`config.mk`:
```
export PLATFORM = sky130hd
export DESIGN_NAME = sprite_blitter
export DESIGN_NICKNAME = d
export VERILOG_FILES = /design/src/rtl/vga_pkg.sv /design/src/rtl/pixel_delay_line.sv /design/src/rtl/sprite_blitter.sv
export SDC_FILE = /design/constraint.sdc
export NUM_CORES = 1
export LEC_CHECK = 0
export ABC_AREA = 1
export CORE_MARGIN = 2
export CORE_UTILIZATION = 59
export CTS_BUF_LIST = sky130_fd_sc_hd__clkbuf_8 sky130_fd_sc_hd__clkbuf_16
export DETAILED_ROUTE_END_ITERATION = 8
export PLACE_DENSITY_LB_ADDON = 0.25
export REMOVE_ABC_BUFFERS = 1
export SLEW_MARGIN = 20
export SYNTH_ARGS = -nofsm -noshare
export SYNTH_HDL_FRONTEND = slang
export SYNTH_HIERARCHICAL = 1
export SYNTH_SLANG_ARGS = --single-unit
```
`constraint.sdc`:
```
create_clock -name CLOCK_50 -period 4.67 [get_ports CLOCK_50]
set_input_delay 0.934 -clock CLOCK_50 [delete_from_list [all_inputs] [get_ports CLOCK_50]]
set_output_delay 0.934 -clock CLOCK_50 [all_outputs]
set_load 0.005 [all_outputs]
```
`src/rtl/vga_pkg.sv`:
```
// Shared VGA-path definitions: screen geometry defaults, colours and blitter enums.
package vga_pkg;

  localparam int unsigned SCREEN_W_DEF = 160;
  localparam int unsigned SCREEN_H_DEF = 120;
  localparam int unsigned COLOR_W_DEF  = 3;

  localparam logic [COLOR_W_DEF-1:0] COLOUR_BLACK = 3'b000;

  typedef enum logic [1:0] {
    IDLE,
    DRAW,
    DRAIN
  } blit_state_t;

  typedef enum logic {
    SPRITE,
    FILL
  } blit_mode_t;

endpackage

```
`src/rtl/pixel_delay_line.sv`:
```
// Fixed-depth shift register keeping pixel metadata aligned with the ROM read.
// The MSB of each word is its valid bit; o_any_valid reports an occupied stage.
module pixel_delay_line #(
  parameter int unsigned DEPTH = 1,
  parameter int unsigned WIDTH = 8
) (
  input  logic             i_clk,
  input  logic             i_clr,
  input  logic [WIDTH-1:0] i_data,
  output logic [WIDTH-1:0] o_data,
  output logic             o_any_valid
);

  logic [WIDTH-1:0] r_stage [DEPTH];

  always_ff @(posedge i_clk) begin
    if (i_clr) begin
      for (int i = 0; i < int'(DEPTH); i++) r_stage[i] <= '0;
    end else begin
      r_stage[0] <= i_data;
      for (int i = 1; i < int'(DEPTH); i++) r_stage[i] <= r_stage[i-1];
    end
  end

  always_comb begin
    o_any_valid = 1'b0;
    for (int i = 0; i < int'(DEPTH); i++) o_any_valid = o_any_valid | r_stage[i][WIDTH-1];
  end

  assign o_data = r_stage[DEPTH-1];

endmodule

```
`src/rtl/sprite_blitter.sv`:
```
// Rectangle drawer: walks an SPR_W x SPR_H region from a sync ROM or a solid colour,
// with screen clipping, transparent skip and a start/busy/done handshake.
module sprite_blitter
  import vga_pkg::*;
#(
  parameter int unsigned         X_W               = 8,
  parameter int unsigned         Y_W               = 7,
  parameter int unsigned         COLOR_W           = COLOR_W_DEF,
  parameter int unsigned         SPR_W             = 16,
  parameter int unsigned         SPR_H             = 16,
  parameter int unsigned         ADDR_W            = 8,
  parameter int unsigned         ROM_LATENCY       = 1,
  parameter int unsigned         SCREEN_W          = SCREEN_W_DEF,
  parameter int unsigned         SCREEN_H          = SCREEN_H_DEF,
  parameter bit                  TRANSPARENT_EN    = 1'b1,
  parameter logic [COLOR_W-1:0]  TRANSPARENT_COLOR = '0
) (
  input  logic               CLOCK_50,
  input  logic               reset,
  input  logic               start,
  input  logic               mode,
  input  logic [COLOR_W-1:0] fill_colour,
  input  logic [X_W-1:0]     x0,
  input  logic [Y_W-1:0]     y0,
  output logic [ADDR_W-1:0]  rom_addr,
  input  logic [COLOR_W-1:0] rom_data,
  output logic [X_W-1:0]     vga_x,
  output logic [Y_W-1:0]     vga_y,
  output logic [COLOR_W-1:0] vga_colour,
  output logic               plot,
  output logic               busy,
  output logic               done
);

  localparam int unsigned SX_W   = X_W + 1;
  localparam int unsigned SY_W   = Y_W + 1;
  localparam int unsigned PIPE_W = 2 + X_W + Y_W;
  localparam logic [X_W-1:0] XC_LAST = X_W'(SPR_W - 1);
  localparam logic [Y_W-1:0] YC_LAST = Y_W'(SPR_H - 1);

  blit_state_t        r_state, w_state_next;
  blit_mode_t         r_mode;
  logic [X_W-1:0]     r_xc, r_x0, r_vga_x;
  logic [Y_W-1:0]     r_yc, r_y0, r_vga_y;
  logic [ADDR_W-1:0]  r_addr;
  logic [COLOR_W-1:0] r_fill, r_vga_colour;
  logic               r_busy, r_done, r_plot;

  logic               w_start_ok, w_last, w_pipe_busy, w_clip, w_trans, w_plot;
  logic [SX_W-1:0]    w_sx;
  logic [SY_W-1:0]    w_sy;
  logic [PIPE_W-1:0]  w_pipe_in, w_pipe_out;
  logic               w_d_valid, w_d_clip;
  logic [X_W-1:0]     w_d_x;
  logic [Y_W-1:0]     w_d_y;

  // A start landing on the done cycle is dropped; IDLE accepts from the next cycle.
  assign w_start_ok = (r_state == IDLE) && start && !r_done;
  assign w_last     = (r_xc == XC_LAST) && (r_yc == YC_LAST);

  always_ff @(posedge CLOCK_50) begin
    if (reset) r_state <= IDLE;
    else       r_state <= w_state_next;
  end

  always_comb begin
    w_state_next = r_state;
    unique case (r_state)
      IDLE:    if (w_start_ok)   w_state_next = DRAW;
      DRAW:    if (w_last)       w_state_next = DRAIN;
      DRAIN:   if (!w_pipe_busy) w_state_next = IDLE;
      default:                   w_state_next = IDLE;
    endcase
  end

  always_ff @(posedge CLOCK_50) begin
    if (reset) begin
      r_xc   <= '0;
      r_yc   <= '0;
      r_addr <= '0;
      r_x0   <= '0;
      r_y0   <= '0;
      r_mode <= SPRITE;
      r_fill <= '0;
      r_busy <= 1'b0;
      r_done <= 1'b0;
    end else begin
      r_done <= (r_state == DRAIN) && !w_pipe_busy;
      if (w_start_ok) begin
        r_x0   <= x0;
        r_y0   <= y0;
        r_mode <= blit_mode_t'(mode);
        r_fill <= fill_colour;
        r_xc   <= '0;
        r_yc   <= '0;
        r_addr <= '0;
        r_busy <= 1'b1;
      end else if ((r_state == DRAW) && !w_last) begin
        r_addr <= r_addr + 1'b1;
        if (r_xc == XC_LAST) begin
          r_xc <= '0;
          r_yc <= r_yc + 1'b1;
        end else begin
          r_xc <= r_xc + 1'b1;
        end
      end
      if ((r_state == DRAIN) && !w_pipe_busy) r_busy <= 1'b0;
    end
  end

  // One bit wider than the screen coordinates so anchors near the edge cannot wrap.
  assign w_sx      = SX_W'(r_x0) + SX_W'(r_xc);
  assign w_sy      = SY_W'(r_y0) + SY_W'(r_yc);
  assign w_clip    = (w_sx >= SX_W'(SCREEN_W)) || (w_sy >= SY_W'(SCREEN_H));
  assign w_pipe_in = {r_state == DRAW, w_clip, w_sx[X_W-1:0], w_sy[Y_W-1:0]};

  pixel_delay_line #(
    .DEPTH (ROM_LATENCY),
    .WIDTH (PIPE_W)
  ) u_delay (
    .i_clk       (CLOCK_50),
    .i_clr       (reset),
    .i_data      (w_pipe_in),
    .o_data      (w_pipe_out),
    .o_any_valid (w_pipe_busy)
  );

  assign w_d_valid = w_pipe_out[PIPE_W-1];
  assign w_d_clip  = w_pipe_out[PIPE_W-2];
  assign w_d_x     = w_pipe_out[Y_W +: X_W];
  assign w_d_y     = w_pipe_out[0 +: Y_W];

  assign w_trans = TRANSPARENT_EN && (r_mode == SPRITE) && (rom_data == TRANSPARENT_COLOR);
  assign w_plot  = w_d_valid && !w_d_clip && !w_trans;

  always_ff @(posedge CLOCK_50) begin
    if (reset) begin
      r_plot       <= 1'b0;
      r_vga_x      <= '0;
      r_vga_y      <= '0;
      r_vga_colour <= '0;
    end else begin
      r_plot <= w_plot;
      if (w_plot) begin
        r_vga_x      <= w_d_x;
        r_vga_y      <= w_d_y;
        r_vga_colour <= (r_mode == FILL) ? r_fill : rom_data;
      end
    end
  end

  assign rom_addr   = r_addr;
  assign vga_x      = r_vga_x;
  assign vga_y      = r_vga_y;
  assign vga_colour = r_vga_colour;
  assign plot       = r_plot;
  assign busy       = r_busy;
  assign done       = r_done;

endmodule

```
# Word level (Yosys, flattened, before mapping)
# Memories as Yosys holds them, arrays and structs flattened.
# Index checks and enable logic that the tools add are counted.
# totals
mem_bits_rw,17
output_inout_bits,29
n_memories,1
latch_bits,0
inputBits,25
mem_bits_ro,0
elab_cells,62
register_bits,65
# memory_table
memory,depth,word_bits,rd,rd_ports_with_merged_regs,wr,line,text
u_delay.r_stage,1,17,1,0,1,pixel_delay_line.sv:14,logic [WIDTH-1:0] r_stage [DEPTH];
# classes
div_mod_pow,0
multipliers,0
n_reduce_logical,21
n_bitwise,1
eq_ne,7
order_cmp,2
addsub,5
shift,0
muxes,11
# op_table
cell,n
17-bit two-way mux,1
17-bit OR reduction,1
8-bit by 1-bit adder with 8-bit output (second input constant),2
8-bit by 8-bit adder with 9-bit output,1
9-bit by 8-bit >= comparator with 1-bit output (second input constant),1
7-bit by 7-bit adder with 8-bit output,1
8-bit by 4-bit equality test with 1-bit output (second input constant),1
8-bit by 7-bit >= comparator with 1-bit output (second input constant),1
1-bit logical AND,8
8-bit two-way mux,1
7-bit by 1-bit adder with 7-bit output (second input constant),1
7-bit by 4-bit equality test with 1-bit output (second input constant),1
2-bit two-way mux,3
2-bit != test (second input constant),3
2-bit case mux with 3 select lines,1
1-bit logical NOT,5
1-bit two-way mux,4
2-bit OR reduction,2
3-bit logical NOT,1
3-bit two-way mux,1
3-bit AND reduction,1
2-bit by 1-bit equality test with 1-bit output (second input constant),1
2-bit equality test (second input constant),1
2-bit logical NOT,1
3 further kinds,3

# Depth between registers and ports, before layout
# logic_depth
ltp_word,5
ltp_mapped,14
ltp_nobuf,14

# Hierarchy
# Netlist, hierarchy kept.
# modules_own_cells
module,area_each_um2,cells_each,n_inst
sprite_blitter,3350.7,458,1
pixel_delay_line,501.7,54,1

# Worst setup path after synthesis
# OpenSTA, ideal clock, no wires.
# synth_path
path_type,input to register
from,input port rom_data[2]
to,register r_vga_x[0] (netlist: vga_x[0])
setup_time_ns,0.116
path_stages,8
setup_slack_ns,2.760
path_buffers,2
t_arrival_ns,1.795
cell_sequence,nor2_1 -> nand3_1 -> nand3_1 -> buf_4 -> clkinv_1 -> buf_2 -> nor2_1 -> nor2_1
# synth_between
elab_chain_len,4
# synth_rtl
element,line,text
start: declaration,sprite_blitter.sv:26,"input logic [COLOR_W-1:0] rom_data,"
3-bit logical NOT,sprite_blitter.sv:133,assign w_trans = TRANSPARENT_EN && (r_mode == SPRITE) && (rom_data == TRANSPARENT_COLOR);
1-bit logical AND,sprite_blitter.sv:133,
1-bit logical NOT,sprite_blitter.sv:134,assign w_plot = w_d_valid && !w_d_clip && !w_trans;
1-bit logical AND,sprite_blitter.sv:134,
end signal: assignment,sprite_blitter.sv:145,r_vga_x <= w_d_x;
end: declaration,sprite_blitter.sv:43,"logic [X_W-1:0] r_xc, r_x0, r_vga_x;"
# Every way passes these cells.
# A chain may end at the register's enable or synchronous reset.

# Worst setup path after layout
# layout_path
from,input port rom_data[2]
to,register r_vga_x[7] (netlist: vga_x[7])
# The elaborated chain is that of the path after synthesis.

==> out/results.txt <==
status: completed
Initial DRC Count: 145
worst-margin pin slew: 0.918 ns
FF+latch count, synth: 82
initial antenna violation count: 0
die height: 84.8 um
CP Launch Type: primary input
Async SR Flop Fraction: 0%
final clock skew: 0.00833 ns
R2R Path End: vga_x[7]
All-Layer GR Usage: 24.1%
Layout area overhead: 19.3%
Worst Path Required: 4.91 ns
most frequent CP cell: nor2_1
Hold Path Stages: 2
count of final setup violators: 0
Yosys warnings: 6
initial core utilization: 60.7%
LEAKAGE: 1.98 nW
period utilisation layout: 59.2%
sequential element share of the synthesized area: 42.6%
hold path start: r_fill[2]
Nets: 607
Worst-path clk slew: 0.08 ns
fin area: 4600 um^2
cts hold-fix bufs: 0
max-cap violations: 0
IO buf count: 53
Synth cell types: 33
Tot Pwr: 1.59 mW
Worst-Skew Late Latency: 0.36 ns
Post-synth top flop: dfxtp_1
DPL Wire Length: 5.87 mm
worst r2r src: r_mode
DP Cell Count: 628
CP endpoint kind: flip-flop
# resized after CTS: 0
worst min path class: flip-flop to flip-flop
DR WL/cell: 12.8 um
FMAX: 0.362 GHz
routability cong.: 0.927
DRC Markers: 0
crit path cell chain: clkdlybuf4s50_1 > nor2_1 > nand3_1 > nand3_1 > clkinv_1 > nor2_1 > nor2_1
Rel. slew slack: 38.7%
1st-pass router iterations: 4
Core ar.: 6350 um^2
# rows: 29
Final Hold Viols: 0
fin crit period: 2.76 ns
Layout Cells excl Fill: 644
largest net degree at the start of global routing: 39
Antenna diodes: 0
Slew Limit Fails: 0
CP max stage delay: 0.58 ns
global-route wire length before repair: 14.0 mm
post-DR vias/cell: 5.18
worst setup margin: 1.91 ns
crit path max fanout: 20
worst hold margin: 0.478 ns
critical path class: primary input to flip-flop
Chip Width: 84.8 um
Routed Antenna Nets: 0
peak supply drop: 0.249 mV
Die ar.: 7190 um^2
cell count after synthesis: 512
Clock Root Buffer: clkbuf_8
Longest Clk Path Bufs: 2
postcts setup bufs: 0
layout cells sized above 1: 6.70%
H-tree levels: 3
total grt overflow: 0
number of I/O pins: 54
DP Area: 4390 um^2
Post-Syn Area: 3850 um^2
Post-synth EDFFs: 0
via count: 3333
reg-to-reg slack, setup: 2.49 ns
Num CTS Buffers: 9
Power per Cell Area: 345 nW/um^2
Crit-path slowest cell: clkinv_1
DP Worst Slack: 1.58 ns
Total Neg Setup Slack: 0 ns
CP arrival: 3.01 ns
Reg2Reg Depth: 6
synthesized area per cell: 7.52 um^2
Detailed Route WL: 8.24 mm
RSZ-0062 raised after global routing: false
TritonCTS Sinks: 82
final core utilization: 72.4%
Min-Delay Endpoint: r_fill[2]
TritonCTS clock tree: done
vias in the first global route: 3080
## report_power, final
group          internal (mW)  leakage [nW]  switching, mW
clock network          0.250        0.0885          0.272
logic                  0.118          1.22          0.156
registers              0.755         0.670         0.0365
## flip-flops by register name (all words and copies together) (netlist names)
signal,flops
rom_addr,8
r_xc,8
r_yc,7
done,1
r_fill,3
r_mode,1
vga_x,8
r_state,2
vga_y,7
busy,1
r_y0,7
plot,1
r_x0,8
u_delay/r_stage,17
vga_colour,3
## area by class of cell
cell class,count,area [um^2]
tap,77,96.3
sequential,82,1640
timing repair buffer,55,546
fill,534,1750
clock buffer,9,124
clock inverter,7,77.6
multi-input combinational,345,1850
inverter,69,259
## layout by cell type (no fill, tap or decap)
master,Yosys,layout
a211o_1,1,1
a21oi_1,24,24
a21oi_2,6,6
a31oi_1,1,1
buf_4,3,2
bufinv_16,0,1
clkbuf_8,0,9
clkdlybuf4s50_1,0,53
clkinv_1,1,1
clkinvlp_4,0,4
dfxtp_1,82,82
fa_1,2,2
ha_1,18,18
inv_1,63,63
inv_2,5,5
inv_6,0,2
nand2_1,69,69
nand2_2,1,1
nand3_1,28,28
nand4_1,11,11
nor2_1,100,100
nor2_2,2,2
nor2_4,3,3
nor2_8,1,1
nor3_1,4,4
nor4_1,1,1
o21a_1,4,4
o21ai_0,46,46
o21ai_1,1,1
o21ai_2,2,2
o21bai_1,1,1
xnor2_1,10,10
xor2_1,9,9
## critical path, delay by kind of cell
| kind | cells | cell delay (ns) |
|---|---|---|
| simple gates | 5 | 1.09 |
| buf+inv | 2 | 0.99 |
## synth_stat cells, types with 3 or more instances
cell / number / area [um^2]
buf_4: 3 / 22.5
dfxtp_1: 82 / 1640
xor2_1: 9 / 78.8
clkbuf_1: 7 / 26.3
o21ai_0: 46 / 230
a21oi_2: 6 / 52.6
nor2_4: 3 / 33.8
xnor2_1: 10 / 87.6
nor3_1: 4 / 20.0
nand4_1: 11 / 68.8
nand2_1: 69 / 259
nand3_1: 28 / 140
o21a_1: 4 / 30.0
a21oi_1: 24 / 120
inv_2: 5 / 18.8
inv_1: 63 / 236
ha_1: 18 / 225
nor2_1: 100 / 375
## worst max-delay path by stage
stage                      startpoint       end  slack, ns  depth (start not counted)
final                     rom_data[2]  vga_x[7]       1.91                          7
after global routing      rom_data[2]  vga_x[7]       1.66                          7
after CTS                 rom_data[2]  vga_x[7]       1.90                          7
after detailed placement  rom_data[2]  vga_x[7]       1.58                          7
after global placement    rom_data[2]  vga_x[0]       1.77                          7
after floorplan                 start   r_yc[2]       2.39                          8
## routing by layer
layer	GRT usage (%)	share of wire, %
met1	31.1	46
met2	40.0	48
met3	5.01	4.4
met4	8.80	1.4
met5	0	0
## cells by family (layout without fill, tap and decap cells)
| family | after synthesis | in the layout | synth area share (%) |
|---|---|---|---|
| compound gates | 86 | 86 | 12.4 |
| xor+xnor | 19 | 19 | 4.32 |
| buf+inv | 85 | 140 | 9.32 |
| flops | 82 | 82 | 42.6 |
| fa+ha+maj | 20 | 20 | 6.89 |
| simple gates | 220 | 220 | 24.5 |
(Power assumes the default switching activity.)
